File: config.mk
export PLATFORM = sky130hd
export DESIGN_NAME = rotor2_fwd
export DESIGN_NICKNAME = d
export VERILOG_FILES = /design/src/rtl/rotor2_fwd.sv
export SDC_FILE = /design/constraint.sdc
export NUM_CORES = 1
export LEC_CHECK = 0
export ABC_CLOCK_PERIOD_IN_PS = 5640
export CORE_MARGIN = 5
export CORE_UTILIZATION = 40
export DETAILED_ROUTE_END_ITERATION = 10
export SYNTH_ARGS = -nofsm -noshare
export SYNTH_HDL_FRONTEND = slang
export SYNTH_SLANG_ARGS = --single-unit
export TNS_END_PERCENT = 50
File: constraint.sdc
create_clock -name clk -period 5.64 [get_ports clk]
set_clock_uncertainty 0.1 [all_clocks]
set_input_delay 0.846 -clock clk [delete_from_list [all_inputs] [get_ports clk]]
set_output_delay 0.846 -clock clk [all_outputs]
set_load 0.05 [all_outputs]
File: src/rtl/rotor2_fwd.sv
// Rotor-2 forward path: owns the rotor position, steps it on carry from rotor 1,
// encodes letters through the rotor-II wiring and emits carry to rotor 3.
// Optional Enigma middle-rotor double-step is enabled by `define ROTOR2_DOUBLE_STEP_EN.
module rotor2_fwd #(
   parameter int unsigned NOTCH     = 4,
   parameter int unsigned RESET_POS = 0
) (
   input  logic       clk,
   input  logic       rst_n,
   input  logic       load,
   input  logic [4:0] load_pos,
   input  logic       step_in,
   input  logic       key_strobe,
   input  logic       in_valid,
   input  logic [4:0] in,
   output logic       out_valid,
   output logic [4:0] out,
   output logic [4:0] position,
   output logic       carry_out,
   output logic       err
);

   localparam logic [4:0] NOTCH_P = 5'(NOTCH);
   localparam logic [4:0] RESET_P = 5'(RESET_POS);

   // Rotor-II forward wiring; exact inverse of the rotor-2 inverse stage map.
   function automatic logic [4:0] fwd_map(input logic [4:0] x);
      case (x)
         5'd1:  fwd_map = 5'd6;
         5'd2:  fwd_map = 5'd15;
         5'd3:  fwd_map = 5'd11;
         5'd4:  fwd_map = 5'd21;
         5'd5:  fwd_map = 5'd4;
         5'd6:  fwd_map = 5'd1;
         5'd7:  fwd_map = 5'd26;
         5'd8:  fwd_map = 5'd14;
         5'd9:  fwd_map = 5'd17;
         5'd10: fwd_map = 5'd16;
         5'd11: fwd_map = 5'd24;
         5'd12: fwd_map = 5'd23;
         5'd13: fwd_map = 5'd2;
         5'd14: fwd_map = 5'd10;
         5'd15: fwd_map = 5'd9;
         5'd16: fwd_map = 5'd5;
         5'd17: fwd_map = 5'd8;
         5'd18: fwd_map = 5'd3;
         5'd19: fwd_map = 5'd13;
         5'd20: fwd_map = 5'd19;
         5'd21: fwd_map = 5'd7;
         5'd22: fwd_map = 5'd12;
         5'd23: fwd_map = 5'd18;
         5'd24: fwd_map = 5'd25;
         5'd25: fwd_map = 5'd20;
         5'd26: fwd_map = 5'd22;
         default: fwd_map = 5'd1;
      endcase
   endfunction

   logic       in_legal;
   logic       load_ok;
   logic       ds_req;
   logic       step_take;
   logic [5:0] sum;
   logic [5:0] sum_mod;
   logic [4:0] enc_letter;
   logic [4:0] pos_next;

   // NOTE: every always_comb output gets a default first so no path can infer a latch.
   always_comb begin
      in_legal   = 1'b0;
      load_ok    = 1'b0;
      ds_req     = 1'b0;
      sum        = 6'd0;
      sum_mod    = 6'd0;
      enc_letter = 5'd0;
      pos_next   = 5'd0;

      in_legal = (in >= 5'd1) && (in <= 5'd26);
      load_ok  = (load_pos <= 5'd25);

`ifdef ROTOR2_DOUBLE_STEP_EN
      ds_req = key_strobe && (position == NOTCH_P);
`else
      ds_req = key_strobe & 1'b0;
`endif

      step_take = !load && (step_in || ds_req);

      // Zero-based wiring output plus offset never exceeds 50, so one subtract wraps it.
      sum        = {1'b0, fwd_map(in)} - 6'd1 + {1'b0, position};
      sum_mod    = (sum >= 6'd26) ? (sum - 6'd26) : sum;
      enc_letter = sum_mod[4:0] + 5'd1;

      pos_next = (position == 5'd25) ? 5'd0 : (position + 5'd1);
   end

   // NOTE: sequential state uses non-blocking assignments so every register samples pre-edge values.
   always_ff @(posedge clk or negedge rst_n) begin
      if (!rst_n) begin
         position  <= RESET_P;
         out       <= 5'd0;
         out_valid <= 1'b0;
         carry_out <= 1'b0;
         err       <= 1'b0;
      end else begin
         out_valid <= in_valid;
         if (in_valid)
            out <= in_legal ? enc_letter : 5'd0;
         err       <= (in_valid && !in_legal) || (load && !load_ok);
         carry_out <= step_take && (position == NOTCH_P);
         if (load) begin
            if (load_ok)
               position <= load_pos;
         end else if (step_take) begin
            position <= pos_next;
         end
      end
   end

endmodule

==> results of run 1 <==
## layout make-up
cell class                      instances  area (µm²)
Tap cell                               48        60.1
Inverter                               25        93.8
Fill cell                             350        1740
Clock buffer                            4        45.0
Timing Repair Buffer                   34         323
Sequential cell                        13         325
Multi-Input combinational cell        147        1130
## through the flow
step	utilization	std cells	total power (W)	TNS, ps
after floorplan	-	192	0.000603	0
after global placement	0.508	264	0.000732	0
after detailed placement	0.508	264	0.000749	-76.0
after CTS	0.520	268	0.000837	0
after global routing	0.532	271	0.000953	-12.8
final	0.532	271	0.000878	0
## logic make-up (layout without fill, tap and decap cells)
kind of cell	count (synthesis)	count (layout)	synth area share
compound gates	55	55	0.241
simple gates	54	54	0.184
buf+inv	32	63	0.0774
fa+ha+maj	23	23	0.190
flops	13	13	0.210
mux	9	9	0.0596
xor+xnor	6	6	0.0387
## sequential cells by signal, summed over array words and instances (netlist names)
signal and cells:
carry_out 1, out 5, err 1, out_valid 1, position 5
## synth_stat cells, types with 2 or more instances
cell,n
or2_2,2
and3_1,2
a21oi_1,15
mux2i_1,7
nor3b_1,2
inv_1,25
a31oi_1,3
o21bai_1,2
o21ai_1,4
xnor2_1,4
a211oi_1,3
nand3_1,8
a221oi_1,2
nand2_1,8
ha_1,22
o21ai_0,12
dfrtp_1,13
nand2b_1,3
nor2_1,8
nor3_1,8
clkbuf_1,7
nor2b_1,5
## worst min-delay path by stage
| stage | start | endpoint | slack (ps) | cells after the start |
|---|---|---|---|---|
| floorplan | rst_n | carry_out | 450 | 0 |
| global placement | out[4] | out[4] | 380 | 1 |
| detailed placement | out[4] | out[4] | 400 | 1 |
| CTS | out[4] | out[4] | 410 | 1 |
| global route | out[0] | out[0] | 440 | 2 |
| finish | out[1] | out[1] | 410 | 2 |
## routing by layer
layer,part of all wire,track usage,vias up
li1,-,-,751
met1,0.46,0.193,692
met2,0.49,0.254,31
met3,0.034,0.0194,4
met4,0.0099,0.0376,0
met5,0,0,-
## worst max-delay path, stage by stage
cell and delay [ps]:
clkdlybuf4s50_1 570, inv_1 130, ha_1 230, nor2_1 100
a211oi_1 60, a211oi_1 260, a21oi_1 90, ha_1 300
inv_1 40, ha_1 230, fa_2 550, or2_2 170
nand2_2 80, o32ai_4 330, xnor2_1 170, ha_1 230
nand2b_1 130, o31ai_2 270, mux2i_1 100, mux2_1 310
o2bb2ai_1 150
## power by group
part           leakage (nW)  switching, W   total, W  internal [W]
clock                0.0228     0.0000346  0.0000845     0.0000499
sequential            0.162     0.0000195   0.000136      0.000117
combinational         0.703      0.000372   0.000657      0.000286
## repair_timing
item / in CTS / in global routing
hold buffers: 0 / 0
setup buffers: 0 / 3
setup endpoints to repair: 0 / 1
resized for setup: 0 / 4
==> flow_results.org, run 1 <==
** Run status
- Status :: finished, final reports clean

** Timing
- Final setup fails :: 0
- The number of failing hold endpoints at the final stage was 0.
- Setup slack on the critical path of the routed design comes to 366 ps.
- Clock period minus final worst setup slack :: 5270 ps
- In this run the tightest slew margin relative to its limit is 0.577.
- Hold is met by 415 ps.
- Fmax :: 190 MHz
- The count of pins over their slew limit is 0.
- Crit share post-route :: 0.935
- For the pin with the worst max-slew slack, the measured transition is 630 ps.

** Route
- In the routed design, unresolved DRC markers number 0.
- The detailed router finished its first iteration with 58 violations.
- Detail-routed net length per standard cell :: 13.4 µm
- Number of antenna-violating nets in the routed design :: 0
- The first detailed-routing pass took 4 iterations.
- After detailed routing, the number of vias per cell comes to 5.45.
- For this block, the via count after detailed routing is 1,478.
- Wirelength, routed :: 3.63 mm

** GRT
- For this run, the total global-route usage over all layers was measured as 0.147.
- Remaining global-route overflow :: 0
- Global-route wire length before repair :: 6.37 mm
- The number of antenna violations at the first check in global routing was 0.
- Number of global-route vias before repair :: 1,418
- Entering global routing, the biggest net connects 18 pins.

** Setup path
- The worst setup path is captured at a register.
- Of all nets on the critical path, the largest fanout is 5.
- The setup path with the least slack is of type primary input to register.
- Worst setup SP type :: primary input
- For the worst setup path, the data arrival time is 5340 ps.
- Launch instance of the worst register-to-register path :: position[1]
- The worst register-to-register path has a setup slack of 1900 ps.
- Start point of the critical path :: in[0]
- Timing endpoint of the critical path :: out[4]
- Required time worst endpoint :: 5700 ps
- The worst register-to-register path ends at out[4].
- Worst reg-to-reg path cell count :: 15

** CTS
- Clock Tree Buf Depth :: 2
- For the worst-skew pair, the clock arrives at the later sink with an insertion delay of 240 ps.
- In this run the number of H-tree levels came out at 1.
- Clock tree from TritonCTS :: done
- The clock drives 13 sinks.
- Counting the buffers created by CTS gives 3.
- After clock tree synthesis, the clock-pin slew on the worst setup and hold paths is 50 ps.
- Root buffer selected by CTS :: clkbuf_8

** Layout
- Area grow syn2layout :: 27.4%
- The repair_antennas step left the layout with diodes totalling 0.
- The top cell types in the final layout, fill and taps aside, are clkdlybuf4s50_1, inv_1, ha_1, a21oi_1, dfrtp_1.
- Of the cells placed in the final design, the portion with a size suffix greater than 1 is 0.0942.
- For this run, the post-layout net count is 263.
- Post-route cell area :: 0.00198 mm²
- Most common cell after layout, fill and taps aside :: clkdlybuf4s50_1

** Yosys
- Synthesis-stage register bit count :: 13
- In the synthesized netlist the dominant register cell turns out to be dfrtp_1.
- Average size of a mapped cell :: 8.09 µm²
- The cell area that synthesis handed to floorplanning was 0.00155 mm².
- Count of mapped cells out of synthesis :: 192
- For this run, the register share of the synthesized area comes to 0.210.
- Total number of yosys warnings :: 0
- The share of synthesized area in the top cell type comes to 0.210.
- Count of flip-flops with a built-in enable after synthesis :: 0
- Number of distinct library cells after synthesis :: 49
- Post-synthesis net count :: 231
- Synth area leaders :: dfrtp_1, ha_1, inv_1
- Cell type contributing the most total cell area after synthesis :: dfrtp_1
- In the synthesized netlist the async set-or-reset flop fraction comes to 1.00.

** Placement
- Half-perimeter wire length after placement :: 2.96 mm
- In this run the cell area measured after placement is 0.00189 mm².
- The congestion estimate from routability-driven global placement came to 0.851.
- Count of input and output buffers :: 27
- Pre-CTS setup slack :: -76.0 ps

** Floorplan
- Number of top-level design ports :: 29
- The die covers 0.00523 mm².
- The initial utilization of the core area, before any placement, comes to 0.418.
- The floorplan step set the die width to 72.3 µm.
- Die Span Y :: 72.3 µm
- Placeable Area :: 0.00372 mm²
- Number of placement rows :: 22

** Min path
- The min-delay analysis places its worst path in the category register to register.

** Power
- Largest vdd supply drop :: 151 µV
- For this design the static power due to leakage is 0.888 nW.
- For this design the ratio of total power to cell area is 444 mW/mm².

** Run
- Max-cap violations in this run came to 0.
No activity file was read; power rests on OpenSTA's default activity.
==> run 2: changes to the inputs <==
--- a/config.mk
+++ b/config.mk
@@ -8,6 +8,7 @@
 export ABC_CLOCK_PERIOD_IN_PS = 5640
 export CORE_MARGIN = 5
 export CORE_UTILIZATION = 40
+export CTS_CLUSTER_SIZE = 40
 export DETAILED_ROUTE_END_ITERATION = 10
 export SYNTH_ARGS = -nofsm -noshare
 export SYNTH_HDL_FRONTEND = slang
==> results of run 2 <==
Final layout, timing and power as in run 1 (identical DEF).
